--- src/rtl/mutex_client_master.sv ---
// Avalon-MM master that takes and releases one hardware mutex word
// for a local requester, with backoff and an optional retry limit.
module mutex_client_master #(
  parameter logic [15:0] OWNER_ID       = 16'h0001,
  parameter logic [15:0] LOCK_VALUE     = 16'h0001,
  parameter int unsigned BACKOFF_CYCLES = 8,
  parameter int unsigned MAX_RETRIES    = 0
) (
  input  logic        clk,
  input  logic        reset_n,
  input  logic        lock_req,
  input  logic        unlock_req,
  output logic        lock_granted,
  output logic        lock_fail,
  output logic        busy,
  output logic        avm_address,
  output logic        avm_chipselect,
  output logic        avm_read,
  output logic        avm_write,
  output logic [31:0] avm_writedata,
  input  logic [31:0] avm_readdata,
  input  logic        avm_waitrequest
);

  typedef enum logic [2:0] {
    IDLE, ACQ_WR, ACQ_RD, BACKOFF, HELD, REL_WR
  } state_e;

  localparam logic [31:0] ACQ_WORD = {OWNER_ID, LOCK_VALUE};
  localparam logic [31:0] REL_WORD = {OWNER_ID, 16'h0000};
  localparam logic [7:0]  BO_LOAD  = 8'(BACKOFF_CYCLES);
  localparam logic [7:0]  RTY_MAX  = 8'(MAX_RETRIES);
  localparam bit          RTY_LIM  = (MAX_RETRIES != 0);

  state_e      state_q, state_d;
  logic [7:0]  retry_q, retry_d;
  logic [7:0]  bo_q, bo_d;
  logic [7:0]  retry_inc;
  logic        fail_q, fail_d;
  logic        cs_q, cs_d;
  logic        rd_q, rd_d;
  logic        wr_q, wr_d;
  logic [31:0] wdata_q, wdata_d;
  logic        gnt_q, gnt_d;
  logic        busy_q, busy_d;

  always_comb begin
    state_d   = state_q;
    retry_d   = retry_q;
    bo_d      = bo_q;
    fail_d    = 1'b0;
    retry_inc = (retry_q == 8'hFF) ? retry_q : retry_q + 8'd1;
    unique case (state_q)
      IDLE: begin
        if (lock_req) state_d = ACQ_WR;
      end
      ACQ_WR: begin
        if (!avm_waitrequest) state_d = ACQ_RD;
      end
      ACQ_RD: begin
        if (!avm_waitrequest) begin
          if (avm_readdata == ACQ_WORD) begin
            state_d = HELD;
            retry_d = '0;
          end else if (RTY_LIM && retry_inc == RTY_MAX) begin
            state_d = IDLE;
            retry_d = '0;
            fail_d  = 1'b1;
          end else begin
            state_d = BACKOFF;
            retry_d = retry_inc;
            bo_d    = BO_LOAD;
          end
        end
      end
      BACKOFF: begin
        // last idle cycle is the one where the count is about to hit 0
        bo_d = bo_q - 8'd1;
        if (bo_q <= 8'd1) begin
          bo_d    = '0;
          state_d = ACQ_WR;
        end
      end
      HELD: begin
        if (unlock_req) state_d = REL_WR;
      end
      REL_WR: begin
        if (!avm_waitrequest) state_d = IDLE;
      end
      default: state_d = IDLE;
    endcase
  end

  always_comb begin
    cs_d    = 1'b0;
    rd_d    = 1'b0;
    wr_d    = 1'b0;
    wdata_d = '0;
    gnt_d   = 1'b0;
    busy_d  = 1'b0;
    unique case (state_d)
      ACQ_WR: begin
        cs_d    = 1'b1;
        wr_d    = 1'b1;
        wdata_d = ACQ_WORD;
        busy_d  = 1'b1;
      end
      ACQ_RD: begin
        cs_d   = 1'b1;
        rd_d   = 1'b1;
        busy_d = 1'b1;
      end
      BACKOFF: busy_d = 1'b1;
      HELD:    gnt_d  = 1'b1;
      REL_WR: begin
        cs_d    = 1'b1;
        wr_d    = 1'b1;
        wdata_d = REL_WORD;
        busy_d  = 1'b1;
      end
      default: ;
    endcase
  end

  always_ff @(posedge clk or negedge reset_n) begin
    if (!reset_n) begin
      state_q <= IDLE;
      retry_q <= '0;
      bo_q    <= '0;
      fail_q  <= 1'b0;
      cs_q    <= 1'b0;
      rd_q    <= 1'b0;
      wr_q    <= 1'b0;
      wdata_q <= '0;
      gnt_q   <= 1'b0;
      busy_q  <= 1'b0;
    end else begin
      state_q <= state_d;
      retry_q <= retry_d;
      bo_q    <= bo_d;
      fail_q  <= fail_d;
      cs_q    <= cs_d;
      rd_q    <= rd_d;
      wr_q    <= wr_d;
      wdata_q <= wdata_d;
      gnt_q   <= gnt_d;
      busy_q  <= busy_d;
    end
  end

  assign avm_address    = 1'b0;
  assign avm_chipselect = cs_q;
  assign avm_read       = rd_q;
  assign avm_write      = wr_q;
  assign avm_writedata  = wdata_q;
  assign lock_granted   = gnt_q;
  assign lock_fail      = fail_q;
  assign busy           = busy_q;

endmodule

--- config.mk ---
export PLATFORM = sky130hd
export DESIGN_NAME = mutex_client_master
export DESIGN_NICKNAME = d
export VERILOG_FILES = /design/src/rtl/mutex_client_master.sv
export SDC_FILE = /design/constraint.sdc
export NUM_CORES = 1
export LEC_CHECK = 0
export CORE_MARGIN = 4
export CORE_UTILIZATION = 33
export CTS_CLUSTER_DIAMETER = 60
export DETAILED_ROUTE_END_ITERATION = 10
export PLACE_DENSITY_LB_ADDON = 0.1
export SKIP_CTS_REPAIR_TIMING = 1
export SLEW_MARGIN = 20
export SYNTH_ARGS = -nofsm -noshare
export SYNTH_HDL_FRONTEND = slang
export SYNTH_SLANG_ARGS = --single-unit
--- constraint.sdc ---
create_clock -name clk -period 1.62 [get_ports clk]
set_input_delay 0.243 -clock clk [delete_from_list [all_inputs] [get_ports clk]]
set_output_delay 0.243 -clock clk [all_outputs]
set_load 0.01 [all_outputs]
==> run_results.csv <==
group,metric,value,unit
setup_path,cp-end-kind,"flip-flop",
place,io_buffers,43,
final_layout,fin_cells,247,
outcome,failed_checks,"negative setup slack",
power,peakVddDrop,0.4343,mV
setup_path,required,1810,ps
floorplanning,rows,21,
power,p_leak,0.0009950,µW
place,place.gp.congestion,0.8156,
timing,fin_crit_sh,1.070,
floorplanning,io-pin-count,76,
route,vias_per_cell,4.652,
final_layout,fin_util,0.5664,
yosys,synth_area,0.001239,mm²
cts,clk_latency,250,ps
final_layout,diodes,0,
floorplanning,start_util,0.3571,
global_route,antenna_found_initial,0,
final_layout,n_fill_cell,306,
timing,slew_violations,0,
route,drc_errors,0,
power,p_per_area,1313,mW/mm²
yosys,synth_area_leaders,"dfrtp_1 34%, buf_4 20%, a31o_1 4.2%, nor4_1 3.0%, a21oi_1 2.4%",
timing,fin_skew,3.489,ps
floorplanning,die_area,0.004798,mm²
timing,hold_viol,0,
power,seqPwrFrac,0.269,
final_layout,nNetsFinal,241,
global_route,grt_max_degree,18,
route,vias,1149,
power,p_clk_frac,0.124,
power,p_sw_frac,0.3878,
hold_path,hp-class,"in -> async",
global_route,grt_overflow,0,
cts,cts_tree,"yes",
cts,root_buffer,"clkbuf_8",
cts,ctsHtreeMaxLevel,1,
timing,rsz0062_at_grt,"yes",
place,post_dp_cell_area,0.001735,mm²
yosys,yosysUniqueCellTypes,37,
global_route,first_global_vias,1145,
setup_path,critPathLaunchType,"flip-flop",
power,p_switching,1001,µW
final_layout,fin_area,0.001964,mm²
global_route,grt_pass1_wl,4774,µm
timing,timing.fmax,576.8,MHz
place,dpl.cell_count,239,
route,first_iter_violations,32,
cts,clkSinkCount,17,
timing,setup_violations,6,
route,wl_per_cell,12.60,µm
floorplanning,core-area,0.003468,mm²
global_route,track_usage,0.1208,
power,power,2580,µW
yosys,ys_ff_latch,17,
power,intPower,1579,µW
route,first_pass_iters,4,
yosys,ys_seq_area_frac,0.3434,
yosys,yosysWarnings,0,
power,p_comb_frac,0.607,
timing,fin_crit,1734,ps
yosys,avgSynthCellArea,9.244,µm²
cts,clk_pin_slew,70,ps
floorplanning,die_width,69.27,µm
route,antenna_left,0,
final_layout,syn_to_final_growth,58.59,%
yosys,synthCells,134,
outcome,status,"finished, violations left",
route,routed_wl,3113,µm
timing,fin_ws,-113.7,ps
final_layout,layout-drive-gt1-share,0.2836,
setup_path,path_max_fanout,4,
yosys,yosys.area.top_type,"dfrtp_1",
setup_path,arrival,1930,ps
floorplanning,fp.dieH,69.27,µm
yosys,yosysTopAreaCellShare,0.3434,
setup_path,worstSetupPathType,"reg -> reg",
cts,cts_buffers,3,
place,detailed_place_hpwl,2447,µm
cts,clockBufferDepth,2,
run,max_cap_viol_count,0,
-- critical path, stage by stage, from the launching register on --
cell and delay, ps:
dfrtp_1 400, inv_1 70, ha_1 150, or3b_4 390
or4_4 420, a21oi_2 140, a31o_1 100
-- layer usage --
layer  routed length (µm)  track usage  vias to the layer above  share of wire
met5                    0            0                        -              0
met4                   60      0.07158                        0          0.019
met1                 1250       0.1349                      524           0.40
li1                     -            -                      550              -
met2                 1529       0.2097                       68           0.49
met3                  272      0.02464                        7          0.087
-- power groups by stage --
stage          sequential, µW  combinational (µW)  clock, µW
2_1_floorplan             726                 790          0
3_3_place_gp              699                1350          0
3_5_place_dp              704                1370          0
4_1_cts                   696                1380        331
5_1_grt                   714                1720        355
6_report                  693                1570        320
-- sequential cells by signal (all words and copies together), names as in the netlist --
register,count
avm_write,1
avm_read,1
bo_q,8
avm_writedata,1
state_q,3
avm_chipselect,1
busy,1
lock_granted,1
-- final timing paths --
kind | slack [ps] | from | endpoint | cells past startpoint
worst max register to register | -110 | bo_q[0] | bo_q[6] | 6
max in group asynchronous | 1110 | reset_n | bo_q[7] | 2
worst max-delay path | -110 | bo_q[0] | bo_q[6] | 6
worst min register to register | 600 | state_q[2] | state_q[2] | 1
worst min-delay path | 310 | reset_n | bo_q[2] | 2
min in group clk | 430 | avm_readdata[22] | lock_granted | 5
-- area by class of cell --
| cell class | count | area [µm²] | share of cell area |
|---|---|---|---|
| clock buffers | 3 | 41.29 | 0.02102 |
| flip-flops and latches | 17 | 425.4 | 0.2166 |
| clock inverters | 1 | 5.005 | 0.002548 |
| well taps | 46 | 57.56 | 0.02930 |
| multi-input cells | 108 | 759.5 | 0.3866 |
| inverters | 6 | 22.52 | 0.01146 |
| repair buffers | 66 | 653.1 | 0.3325 |
-- layout by cell type (no fill, tap or decap), types with 2 or more instances in the layout --
| master | n |
|---|---|
| conb_1 | 32 |
| clkdlybuf4s50_1 | 26 |
| buf_4 | 21 |
| dfrtp_1 | 17 |
| dlymetal6s2s_1 | 17 |
| inv_1 | 6 |
| nand2_1 | 6 |
| nor4_2 | 6 |
| a31o_1 | 6 |
| nor2_1 | 5 |
| a21oi_2 | 5 |
| nand3_1 | 4 |
| or3_1 | 4 |
| o21ai_0 | 4 |
| or4_4 | 3 |
| clkbuf_8 | 3 |
| nand4_1 | 2 |
| o21ai_1 | 2 |
| or2_2 | 2 |
| a211oi_1 | 2 |
| nor2_2 | 2 |
| ha_1 | 2 |
| buf_6 | 2 |
-- synth_stat cells --
master,number
ha_1,2
a21o_1,1
mux2_2,1
nor3_1,1
inv_1,6
nor3_2,1
nand3b_4,1
nor4_1,6
o41ai_4,1
or4_4,1
o21ai_1,2
nor4b_2,1
buf_4,33
a31o_1,6
or4_1,3
or3_1,4
conb_1,1
nor4b_1,1
nand2b_1,1
nand3_1,5
o21ai_2,1
and3b_1,1
a21oi_1,6
a22oi_1,1
nand2_1,6
buf_2,1
a31o_2,1
nor2_1,8
o21ai_0,4
o31ai_1,1
or3_4,1
a32o_1,1
or2_2,2
a211oi_1,2
or3b_1,1
dfrtp_1,17
nand4_1,2
-- kinds of logic (layout without fill, tap and decap cells) --
| group | after synthesis | in the layout | share of synthesized area |
|---|---|---|---|
| AO/OA/AOI/OAI | 27 | 27 | 0.1657 |
| adder cells (fa/ha/maj) | 2 | 2 | 0.02020 |
| buffers and inverters | 40 | 76 | 0.2222 |
| flip-flops | 17 | 17 | 0.3434 |
| multiplexers | 1 | 1 | 0.009090 |
| other | 1 | 32 | 0.003027 |
| AND/OR/NAND/NOR | 46 | 46 | 0.2364 |
-- stage by stage --
stage	setup TNS [ps]	setup slack (ps)	hold slack [ps]
floorplan	-64.36	-64.36	-52.59
finish	-310.1	-113.7	311.4
global placement	-2306	-282.8	584.3
global route	-771.7	-187.9	327.7
CTS	-583.9	-134.2	317.5
detailed placement	-2684	-319.8	586.6
(Power assumes the default switching activity.)
